==> src/rtl/quad_pkg.sv <==
// Shared types and helpers for the quad_acc sum-of-squares engine:
// width derivation and fractional word-length truncation.
package quad_pkg;

  typedef enum logic {
    ACC_OFF = 1'b0,
    ACC_ON  = 1'b1
  } acc_mode_e;

  function automatic int w_sq_f(input int iwl, input int fwl);
    return 2 * (iwl + fwl);
  endfunction

  function automatic int w_sum_f(input int w_sq, input int n_ch);
    return w_sq + $clog2(n_ch);
  endfunction

  function automatic int w_out_f(input int w_sum, input int acc_len);
    return w_sum + $clog2(acc_len);
  endfunction

  // Zero the lowest (total_frac - keep_frac) bits; a zero-length mask passes the value through.
  function automatic logic [63:0] fwl_trunc(input logic [63:0] value, input int total_frac,
                                            input int keep_frac);
    logic [63:0] mask;
    mask = (64'd1 << (total_frac - keep_frac)) - 64'd1;
    return value & ~mask;
  endfunction

endpackage

==> src/rtl/quad_acc_if.sv <==
// Input-vector and result valid/ready channels of quad_acc.
interface quad_acc_if #(
  parameter int N_CH  = 4,
  parameter int W_IN  = 14,
  parameter int W_OUT = 32
) ();
  logic                       in_valid;
  logic                       in_ready;
  logic [N_CH-1:0][W_IN-1:0]  in_data;
  logic                       acc_mode;
  logic                       out_valid;
  logic                       out_ready;
  logic [W_OUT-1:0]           out_data;

  modport master (
    output in_valid, in_data, acc_mode, out_ready,
    input  in_ready, out_valid, out_data
  );

  modport slave (
    input  in_valid, in_data, acc_mode, out_ready,
    output in_ready, out_valid, out_data
  );
endinterface

==> src/rtl/quad_sq_lane.sv <==
// One channel: drop the fraction bits below FWL_IN, then square losslessly.
module quad_sq_lane import quad_pkg::*; #(
  parameter int IWL    = 2,
  parameter int FWL    = 12,
  parameter int FWL_IN = 10,
  localparam int W_IN  = IWL + FWL,
  localparam int W_SQ  = w_sq_f(IWL, FWL)
) (
  input  logic [W_IN-1:0] i_x,
  output logic [W_SQ-1:0] o_sq
);

  localparam int DROP = FWL - FWL_IN;

  logic [W_IN-1:0] w_x;

  generate
    if (DROP == 0) begin : g_keep
      assign w_x = i_x;
    end else begin : g_trunc
      assign w_x = {i_x[W_IN-1:DROP], {DROP{1'b0}}};
    end
  endgenerate

  assign o_sq = W_SQ'(w_x) * W_SQ'(w_x);

endmodule

==> src/rtl/quad_acc.sv <==
// N-channel sum-of-squares engine: square (S1), adder tree (S2), output or
// frame accumulation (S3), with the whole pipeline frozen on output backpressure.
module quad_acc import quad_pkg::*; #(
  parameter int N_CH    = 4,
  parameter int IWL     = 2,
  parameter int FWL     = 12,
  parameter int FWL_IN  = 10,
  parameter int FWL_OUT = 13,
  parameter int ACC_LEN = 4
) (
  input  logic         clk,
  input  logic         rstn,
  quad_acc_if.slave    bus
);

  localparam int W_SQ  = w_sq_f(IWL, FWL);
  localparam int W_SUM = w_sum_f(W_SQ, N_CH);
  localparam int W_OUT = w_out_f(W_SUM, ACC_LEN);
  localparam int CNT_W = (ACC_LEN > 1) ? $clog2(ACC_LEN) : 1;
  localparam logic [CNT_W-1:0] CNT_LAST = CNT_W'(ACC_LEN - 1);

  logic              w_stall;
  logic              w_adv;
  logic [W_SQ-1:0]   w_sq [N_CH];
  logic [W_SUM-1:0]  w_sum;
  logic [W_OUT-1:0]  w_sum_ext;
  logic [W_OUT-1:0]  w_acc_next;
  logic              w_frame_end;

  logic [W_SQ-1:0]   r_s1_sq [N_CH];
  logic              r_s1_valid;
  acc_mode_e         r_s1_mode;
  logic [W_SUM-1:0]  r_s2_sum;
  logic              r_s2_valid;
  acc_mode_e         r_s2_mode;
  logic [W_OUT-1:0]  r_acc;
  logic [CNT_W-1:0]  r_cnt;
  logic              r_out_valid;
  logic [W_OUT-1:0]  r_out_data;

  assign w_stall       = r_out_valid & ~bus.out_ready;
  assign w_adv         = ~w_stall;
  assign bus.in_ready  = rstn & w_adv;
  assign bus.out_valid = r_out_valid;
  assign bus.out_data  = r_out_data;

  for (genvar i = 0; i < N_CH; i++) begin : g_lane
    quad_sq_lane #(
      .IWL    (IWL),
      .FWL    (FWL),
      .FWL_IN (FWL_IN)
    ) u_lane (
      .i_x  (bus.in_data[i]),
      .o_sq (w_sq[i])
    );
  end

  // Lossless sum of the registered squares plus next-accumulator selection.
  always_comb begin
    w_sum = '0;
    for (int i = 0; i < N_CH; i++) begin
      w_sum = w_sum + W_SUM'(r_s1_sq[i]);
    end
    w_sum_ext = W_OUT'(r_s2_sum);
    if (r_cnt == '0) begin
      w_acc_next = w_sum_ext;
    end else begin
      w_acc_next = r_acc + w_sum_ext;
    end
    w_frame_end = (r_cnt == CNT_LAST);
  end

  // S1/S2 pipeline registers; they hold while the output is stalled.
  always_ff @(posedge clk) begin
    if (!rstn) begin
      r_s1_valid <= 1'b0;
      r_s1_mode  <= ACC_OFF;
      r_s2_valid <= 1'b0;
      r_s2_mode  <= ACC_OFF;
      r_s2_sum   <= '0;
      for (int i = 0; i < N_CH; i++) begin
        r_s1_sq[i] <= '0;
      end
    end else if (w_adv) begin
      r_s1_valid <= bus.in_valid;
      r_s1_mode  <= acc_mode_e'(bus.acc_mode);
      for (int i = 0; i < N_CH; i++) begin
        r_s1_sq[i] <= w_sq[i];
      end
      r_s2_valid <= r_s1_valid;
      r_s2_mode  <= r_s1_mode;
      r_s2_sum   <= w_sum;
    end
  end

  // S3: pass-through or frame accumulation; a pass-through sample abandons any partial frame.
  always_ff @(posedge clk) begin
    if (!rstn) begin
      r_acc       <= '0;
      r_cnt       <= '0;
      r_out_valid <= 1'b0;
      r_out_data  <= '0;
    end else if (w_adv) begin
      if (r_s2_valid) begin
        if (r_s2_mode == ACC_ON) begin
          if (w_frame_end) begin
            r_out_data  <= W_OUT'(fwl_trunc(64'(w_acc_next), 2 * FWL, FWL_OUT));
            r_out_valid <= 1'b1;
            r_cnt       <= '0;
          end else begin
            r_acc       <= w_acc_next;
            r_cnt       <= r_cnt + CNT_W'(1'b1);
            r_out_valid <= 1'b0;
          end
        end else begin
          r_out_data  <= W_OUT'(fwl_trunc(64'(w_sum_ext), 2 * FWL, FWL_OUT));
          r_out_valid <= 1'b1;
          r_cnt       <= '0;
        end
      end else begin
        r_out_valid <= 1'b0;
      end
    end
  end

endmodule

==> src/flat_wrapper.sv <==
// flat-port wrapper written by rule: the top's interface ports become plain ports
module quad_acc_flat import quad_pkg::*;
#(
  parameter int N_CH    = 4,
  parameter int IWL     = 2,
  parameter int FWL     = 12,
  parameter int FWL_IN  = 10,
  parameter int FWL_OUT = 13,
  parameter int ACC_LEN = 4
)
  (clk, rstn, bus_in_valid, bus_in_data, bus_acc_mode, bus_out_ready, bus_in_ready, bus_out_valid, bus_out_data);
  quad_acc_if #(.N_CH(N_CH), .W_IN(14), .W_OUT(32)) bus_i ();
  input  logic clk;
  input  logic rstn;
  input wire logic [$bits(bus_i.in_valid)-1:0] bus_in_valid;
  input wire logic [$bits(bus_i.in_data)-1:0] bus_in_data;
  input wire logic [$bits(bus_i.acc_mode)-1:0] bus_acc_mode;
  input wire logic [$bits(bus_i.out_ready)-1:0] bus_out_ready;
  output wire logic [$bits(bus_i.in_ready)-1:0] bus_in_ready;
  output wire logic [$bits(bus_i.out_valid)-1:0] bus_out_valid;
  output wire logic [$bits(bus_i.out_data)-1:0] bus_out_data;
  assign bus_i.in_valid = bus_in_valid;
  assign bus_i.in_data = bus_in_data;
  assign bus_i.acc_mode = bus_acc_mode;
  assign bus_i.out_ready = bus_out_ready;
  assign bus_in_ready = bus_i.in_ready;
  assign bus_out_valid = bus_i.out_valid;
  assign bus_out_data = bus_i.out_data;
  quad_acc #(.N_CH(N_CH), .IWL(IWL), .FWL(FWL), .FWL_IN(FWL_IN), .FWL_OUT(FWL_OUT), .ACC_LEN(ACC_LEN)) u_core (.clk(clk), .rstn(rstn), .bus(bus_i));
endmodule
==> config.mk <==
export PLATFORM = sky130hd
export DESIGN_NAME = quad_acc_flat
export DESIGN_NICKNAME = d
export VERILOG_FILES = /design/src/rtl/quad_pkg.sv /design/src/rtl/quad_acc_if.sv /design/src/rtl/quad_sq_lane.sv /design/src/rtl/quad_acc.sv /design/src/flat_wrapper.sv
export SDC_FILE = /design/constraint.sdc
export NUM_CORES = 1
export LEC_CHECK = 0
export ABC_CLOCK_PERIOD_IN_PS = 11500
export CAP_MARGIN = 20
export CORE_MARGIN = 1
export CORE_UTILIZATION = 40
export DETAILED_ROUTE_END_ITERATION = 10
export GPL_TIMING_DRIVEN = 0
export PLACE_DENSITY = 0.65
export SYNTH_ARGS = -nofsm -noshare
export SYNTH_HDL_FRONTEND = slang
export SYNTH_HIERARCHICAL = 1
export SYNTH_SLANG_ARGS = --single-unit
==> constraint.sdc <==
create_clock -name clk -period 11.5 [get_ports clk]
set_input_delay 2.875 -clock clk [delete_from_list [all_inputs] [get_ports clk]]
set_output_delay 2.875 -clock clk [all_outputs]
set_load 0.05 [all_outputs]
==> results of run 1 <==
## critical path, stage by stage
cell and delay, ps:
clkdlybuf4s50_1 450, nand2b_1 90, clkbuf_1 490, nand2_1 320, inv_1 180, clkbuf_1 530
clkdlybuf4s50_1 920
## worst min-delay path by stage
stage / startpoint / to / slack [ps]
finish: u_core/bus.out_data[18]$_SDFFE_PN0P_ / u_core/bus.out_data[18]$_SDFFE_PN0P_ / 480
global placement: u_core/r_cnt[1]$_SDFFE_PN0P_ / u_core/r_cnt[1]$_SDFFE_PN0P_ / 460
detailed placement: u_core/bus.out_data[18]$_SDFFE_PN0P_ / u_core/bus.out_data[18]$_SDFFE_PN0P_ / 460
global route: u_core/r_s1_valid$_SDFFE_PN0N_ / u_core/r_s1_valid$_SDFFE_PN0N_ / 500
CTS: u_core/bus.out_data[18]$_SDFFE_PN0P_ / u_core/bus.out_data[18]$_SDFFE_PN0P_ / 470
floorplan: u_core/r_s1_mode$_SDFFE_PN0N_ / u_core/r_s1_mode$_SDFFE_PN0N_ / 440
## metal layers
layer	routed length, µm	up-vias	global-route usage
met5	13	-	0
met4	1250	2	0.0355
met3	2450	79	0.0178
met2	31500	382	0.316
met1	29900	10300	0.245
li1	-	10600	-
## per-stage QoR
step / utilization / std cells / hold slack (ps) / area [µm²]
6_report: 0.443 / 4326 / 477 / 31700
5_1_grt: 0.443 / 4326 / 502 / 31700
4_1_cts: 0.443 / 4326 / 472 / 31700
3_5_place_dp: 0.434 / 4286 / 465 / 31000
3_3_place_gp: 0.433 / 4285 / 461 / 31000
2_1_floorplan: - / 3260 / 443 / 29000
## layout make-up
cell class / count / area (µm²)
Multi-Input combinational cell: 2190 / 20500
Inverter: 703 / 2640
Clock inverter: 8 / 65.1
Tap cell: 950 / 1190
Timing Repair Buffer: 76 / 778
Clock buffer: 32 / 619
Sequential cell: 202 / 5160
Fill cell: 6999 / 39800
Buffer: 165 / 766
## cells by family (layout without fill, tap and decap cells)
family                   Yosys count  in the layout  synth area share
AO/OA/AOI/OAI                    541            541             0.126
XOR/XNOR                         143            143            0.0433
adder cells (fa/ha/maj)          666            666             0.385
buffers and inverters            868            984             0.118
flip-flops                       202            202             0.179
multiplexers                      10             10           0.00368
other                              5             31          0.000649
AND/OR/NAND/NOR                  799            799             0.146
## cells in the final DEF (no fill, tap or decap), types with 48 or more instances in the layout
cell and n:
a21o_1 48, dfxtp_1 90, edfxtp_1 112, xnor2_1 97, ha_1 293, clkbuf_1 131
o21ai_0 96, clkdlybuf4s50_1 75, and3_1 123, and2_1 187, a21oi_1 152, nand2_1 212
fa_1 373, inv_1 699, nor2_1 105
## power by group through the flow
| stage | clock network, mW | registers, mW | logic, mW |
|---|---|---|---|
| 6_report | 0.677 | 1.14 | 6.37 |
| 5_1_grt | 0.720 | 1.16 | 7.29 |
| 4_1_cts | 0.692 | 1.14 | 6.39 |
| 3_5_place_dp | 0 | 1.16 | 6.34 |
| 3_3_place_gp | 0 | 1.15 | 6.29 |
| 2_1_floorplan | 0 | 1.11 | 5.04 |
## flip-flops by register name (all words and copies together) (netlist names)
signal	flops
u_core/r_s2_mode	1
u_core/r_s1_sq	112
u_core/r_s1_mode	1
u_core/r_s2_sum	30
u_core/bus.out_data	21
u_core/r_s2_valid	1
u_core/r_cnt	2
u_core/r_acc	32
u_core/bus.out_valid	1
u_core/r_s1_valid	1
==> results.py, run 1 <==
metrics = {
    "run_status": {
        "run_status": "finished clean",
    },
    "synth": {
        "yosys_most_used_dff": "edfxtp_1",
        "yosysSeqAreaShare": 0.179,
        "synth_top_area_frac": 0.258,
        "synth.area.top_cells": "fa_1 (26%), ha_1 (13%), edfxtp_1 (12%)",
        "synthArstFlopShare": 0,
        "synth_commonest_cells": "inv_1 (700), fa_1 (373), ha_1 (293)",
        "yosys.cell_types.count": 99,
        "post-synth-top-area-cell": "fa_1",
        "synth_area_um2": 28900,
        "yosysWarnings": 6,
        "synth_area_per_cell_um2": 8.95,
        "synth-edff-count": 112,
        "synth_most_common_cell": "inv_1",
        "syn_inst": 3234,
        "synth-seq-cells": 202,
    },
    "setup_path": {
        "reg2reg_depth": 13,
        "path_class": "in -> out",
        "r2r_start": "u_core/r_s1_sq[2][1]$_SDFFCE_PN0P_",
        "r2r_slack_ps": 7370,
        "endpoint_kind": "output pin",
        "startpoint_type": "primary input",
        "arrival_ps": 5860,
        "cp.required_ps": 8630,
        "crit_start": "bus_out_ready",
        "r2r_end": "u_core/r_s2_sum[29]$_SDFFE_PN0N_",
        "critPathCapture": "bus_in_ready",
        "cp_max_fo": 10,
    },
    "grt": {
        "antenna_found_initial": 2,
        "grt_pass1_wl_um": 110000,
        "grt_max_degree": 79,
        "grtUsageTotal": 0.182,
        "grt_pass1_vias": 21900,
        "grt.overflow.total": 0,
    },
    "floorplan": {
        "die_h_um": 271,
        "rows": 98,
        "fp.coreArea_um2": 71500,
        "die_area_um2": 73400,
        "initial_utilization": 0.405,
        "pin_count": 95,
        "die_width_um": 271,
    },
    "sta": {
        "setup_ws_ps": 2770,
        "slew_viol_final": 0,
        "fmax_ghz": 0.115,
        "hold_viol_final": 0,
        "period_share": 0.759,
        "finalSetupViolations": 0,
        "finalSetupTns_ps": 0,
        "rsz0062_at_grt": "false",
        "worstMarginPinSlew_ps": 820,
        "skew_ps": 23.5,
        "slew_headroom": 0.454,
        "period_needed_ps": 8730,
    },
    "power": {
        "peakVddDrop_v": 0.000159,
        "total_power_mw": 8.19,
        "swShare": 0.497,
        "p_per_area_nw_per_um2": 259,
        "p_comb_frac": 0.778,
        "seqPwrFrac": 0.139,
        "power.leakage_nw": 15.7,
        "p_int_mw": 4.12,
        "p_clk_frac": 0.083,
        "p_switching_mw": 4.07,
    },
    "drt": {
        "wl_per_cell_um": 15.1,
        "drtIter0Drc": 1155,
        "route.vias.total": 21300,
        "ant_nets": 0,
        "viasPerCell": 4.93,
        "drc": 0,
        "dr.pass1.iters": 5,
        "wl_um": 65200,
    },
    "clock_tree": {
        "root_buffer": "clkbuf_16",
        "clock_latency_ps": 520,
        "clock_sinks": 202,
        "clk_pin_slew_ps": 60,
        "cts_hold_buf": 0,
        "cts_setup_buffers": 0,
        "cts_resized": 0,
        "clockBufferDepth": 3,
        "htreeDepth": 1,
        "cts_made_buffers": 22,
        "cts_tree": "built",
    },
    "placed_design": {
        "portBuffers": 75,
        "place.gp.congestion": 0.937,
        "post-place-ws_ps": 2410,
        "dp_hpwl_um": 54200,
    },
    "job": {
        "drv_cap": 0,
    },
    "finish": {
        "finalNetCount": 4087,
        "synthToLayoutAreaGrowth_pct": 9.51,
        "n_antenna_cell": 0,
        "layout-drive-gt1-share": 0.0438,
    },
    "min_path": {
        "min-delay-path-class": "reg -> reg",
        "hold_depth": 2,
    },
}
No activity file was read; power rests on OpenSTA's default activity.
==> run 2, diff against run 1 <==
Settings changed: ABC_CLOCK_PERIOD_IN_PS 11500 to 7500, PLACE_DENSITY 0.65 to 0.67.
Clock period 11.5 ns to 7.5 ns, I/O delays scaled along.
==> results.py, run 2 (synthesized netlist as in run 1, its figures left out) <==
metrics = {
    "clock_tree": {
        "clock_sinks": 202,
        "htreeDepth": 1,
        "clockBufferDepth": 3,
        "cts_made_buffers": 23,
        "clk_pin_slew_ps": 60,
        "clock_latency_ps": 510,
        "root_buffer": "clkbuf_16",
        "cts_setup_buffers": 0,
        "cts_tree": "built",
    },
    "placed_design": {
        "dpl_cell_area_um2": 31000,
        "portBuffers": 75,
        "dp_hpwl_um": 53300,
        "place.gp.congestion": 0.936,
        "post-place-ws_ps": -617,
    },
    "setup_path": {
        "path_class": "in -> reg",
        "cp_slowest_cell": "clkdlybuf4s50_1",
        "crit_buf_inv": 6,
        "cp.required_ps": 7870,
        "critical-path-top-delay-family": "adder cells",
        "startpoint_type": "primary input",
        "endpoint_kind": "flop",
        "arrival_ps": 7600,
        "crit_chain": "clkdlybuf4s50_1 -> clkbuf_2 -> inv_1 -> nor2_2 -> fa_1 -> fa_1 -> fa_1 -> fa_1 -> inv_1 -> fa_1 -> inv_1 -> ha_1 -> clkbuf_1 -> a21o_1 -> a211oi_1 -> a2111oi_1 -> or4_1 -> nand3_1 -> and3_1",
        "cp_max_fo": 10,
        "cpPeakStageDelay_ps": 530,
        "crit_top_cell": "fa_1",
    },
    "power": {
        "power.leakage_nw": 15.8,
        "p_per_area_nw_per_um2": 396,
        "peakVddDrop_v": 0.000275,
        "total_power_mw": 12.6,
    },
    "floorplan": {
        "die_h_um": 271,
        "initial_utilization": 0.405,
        "fp.coreArea_um2": 71500,
        "pin_count": 95,
        "die_area_um2": 73400,
        "die_width_um": 271,
        "rows": 98,
    },
    "min_path": {
        "min-delay-path-class": "reg -> reg",
    },
    "finish": {
        "largest_reg_flops": 112,
        "finalNetCount": 4087,
        "synthToLayoutAreaGrowth_pct": 9.77,
        "final_cell_mix": "inv_1 (699), fa_1 (373), ha_1 (293)",
        "final_area_um2": 31800,
        "layout_commonest_cell": "inv_1",
        "nFillCells": 7000,
        "regMostFlops": "u_core/r_s1_sq",
        "reg_top3": "u_core/r_s1_sq: 112 flops, u_core/r_acc: 32 flops, u_core/r_s2_sum: 30 flops",
        "n_antenna_cell": 0,
        "layout-drive-gt1-share": 0.0522,
    },
    "drt": {
        "viasPerCell": 4.97,
        "ant_nets": 0,
        "dr.pass1.iters": 6,
        "wl_um": 64400,
        "drc": 0,
        "drtIter0Drc": 1116,
        "route.vias.total": 21500,
        "wl_per_cell_um": 14.9,
    },
    "grt": {
        "grt.overflow.total": 0,
        "grtUsageTotal": 0.178,
        "grt_pass1_wl_um": 107000,
        "antenna_found_initial": 0,
        "grt_pass1_vias": 21700,
        "grt_max_degree": 66,
    },
    "sta": {
        "rsz0062_at_grt": "false",
        "period_share": 0.964,
        "fmax_ghz": 0.138,
        "worstMarginPinSlew_ps": 918,
        "skew_ps": 9.89,
        "slew_viol_final": 0,
        "period_needed_ps": 7230,
        "setup_ws_ps": 271,
        "hold_viol_final": 0,
        "slew_headroom": 0.388,
        "finalSetupViolations": 0,
        "whs_ps": 481,
    },
    "run_status": {
        "run_status": "finished clean",
    },
    "job": {
        "drv_cap": 0,
    },
}
==> run 2: metrics by stage <==
stage / utilization / TNS, ps / std cells
5_1_grt: 0.444 / 0 / 4323
3_3_place_gp: 0.433 / -7220 / 4285
6_report: 0.444 / 0 / 4323
2_1_floorplan: - / 0 / 3260
3_5_place_dp: 0.434 / -8000 / 4286
4_1_cts: 0.444 / 0 / 4324
==> run 2: where the power goes <==
part | leakage [nW] | internal (mW) | total (mW) | switching [mW]
clock network | 0.360 | 0.644 | 1.09 | 0.444
registers | 2.03 | 1.59 | 1.75 | 0.158
logic | 13.4 | 4.12 | 9.75 | 5.63
total | 15.8 | 6.36 | 12.6 | 6.23
==> run 2: path summary, 6_finish.rpt <==
kind	startpoint	endpoint	slack, ps	cells past startpoint
worst max-delay path	bus_in_data[25]	u_core/r_s1_sq[1][27]$_SDFFCE_PN0P_	270	19
worst min-delay path	u_core/r_cnt[1]$_SDFFE_PN0P_	u_core/r_cnt[1]$_SDFFE_PN0P_	480	2
worst max register to register	u_core/r_s1_sq[2][1]$_SDFFCE_PN0P_	u_core/r_s2_sum[29]$_SDFFE_PN0N_	3270	13
worst min register to register	u_core/r_cnt[1]$_SDFFE_PN0P_	u_core/r_cnt[1]$_SDFFE_PN0P_	480	2
==> run 2: cell type report <==
cell class	count	area, µm²	share of cell area
Inverter	703	2640	0.0832
Clock inverter	9	77.6	0.00244
Sequential cell	202	5160	0.163
Timing Repair Buffer	76	781	0.0246
Multi-Input combinational cell	2190	20500	0.644
Tap cell	950	1190	0.0374
Buffer	164	791	0.0249
Clock buffer	29	649	0.0204
==> run 2: timing repair <==
item	4_1_cts	5_1_grt
hold buffers	0	0
gates resized for setup	1	47
pin swaps	0	0
setup endpoints to repair	1	13
==> run 2: layer usage <==
layer | vias up | part of all wire | GRT usage
li1 | 10600 | - | -
met1 | 10500 | 0.46 | 0.236
met2 | 405 | 0.49 | 0.314
met3 | 82 | 0.037 | 0.0131
met4 | 0 | 0.022 | 0.0375
met5 | - | 0 | 0
==> run 2: worst register-to-register path: cells and delay by family, from the launching register on <==
| kind | cells | cell delay (ps) |
|---|---|---|
| AO/OA/AOI/OAI | 9 | 1990 |
| adder cells (fa/ha/maj) | 4 | 1680 |
| flip-flops | 1 | 410 |
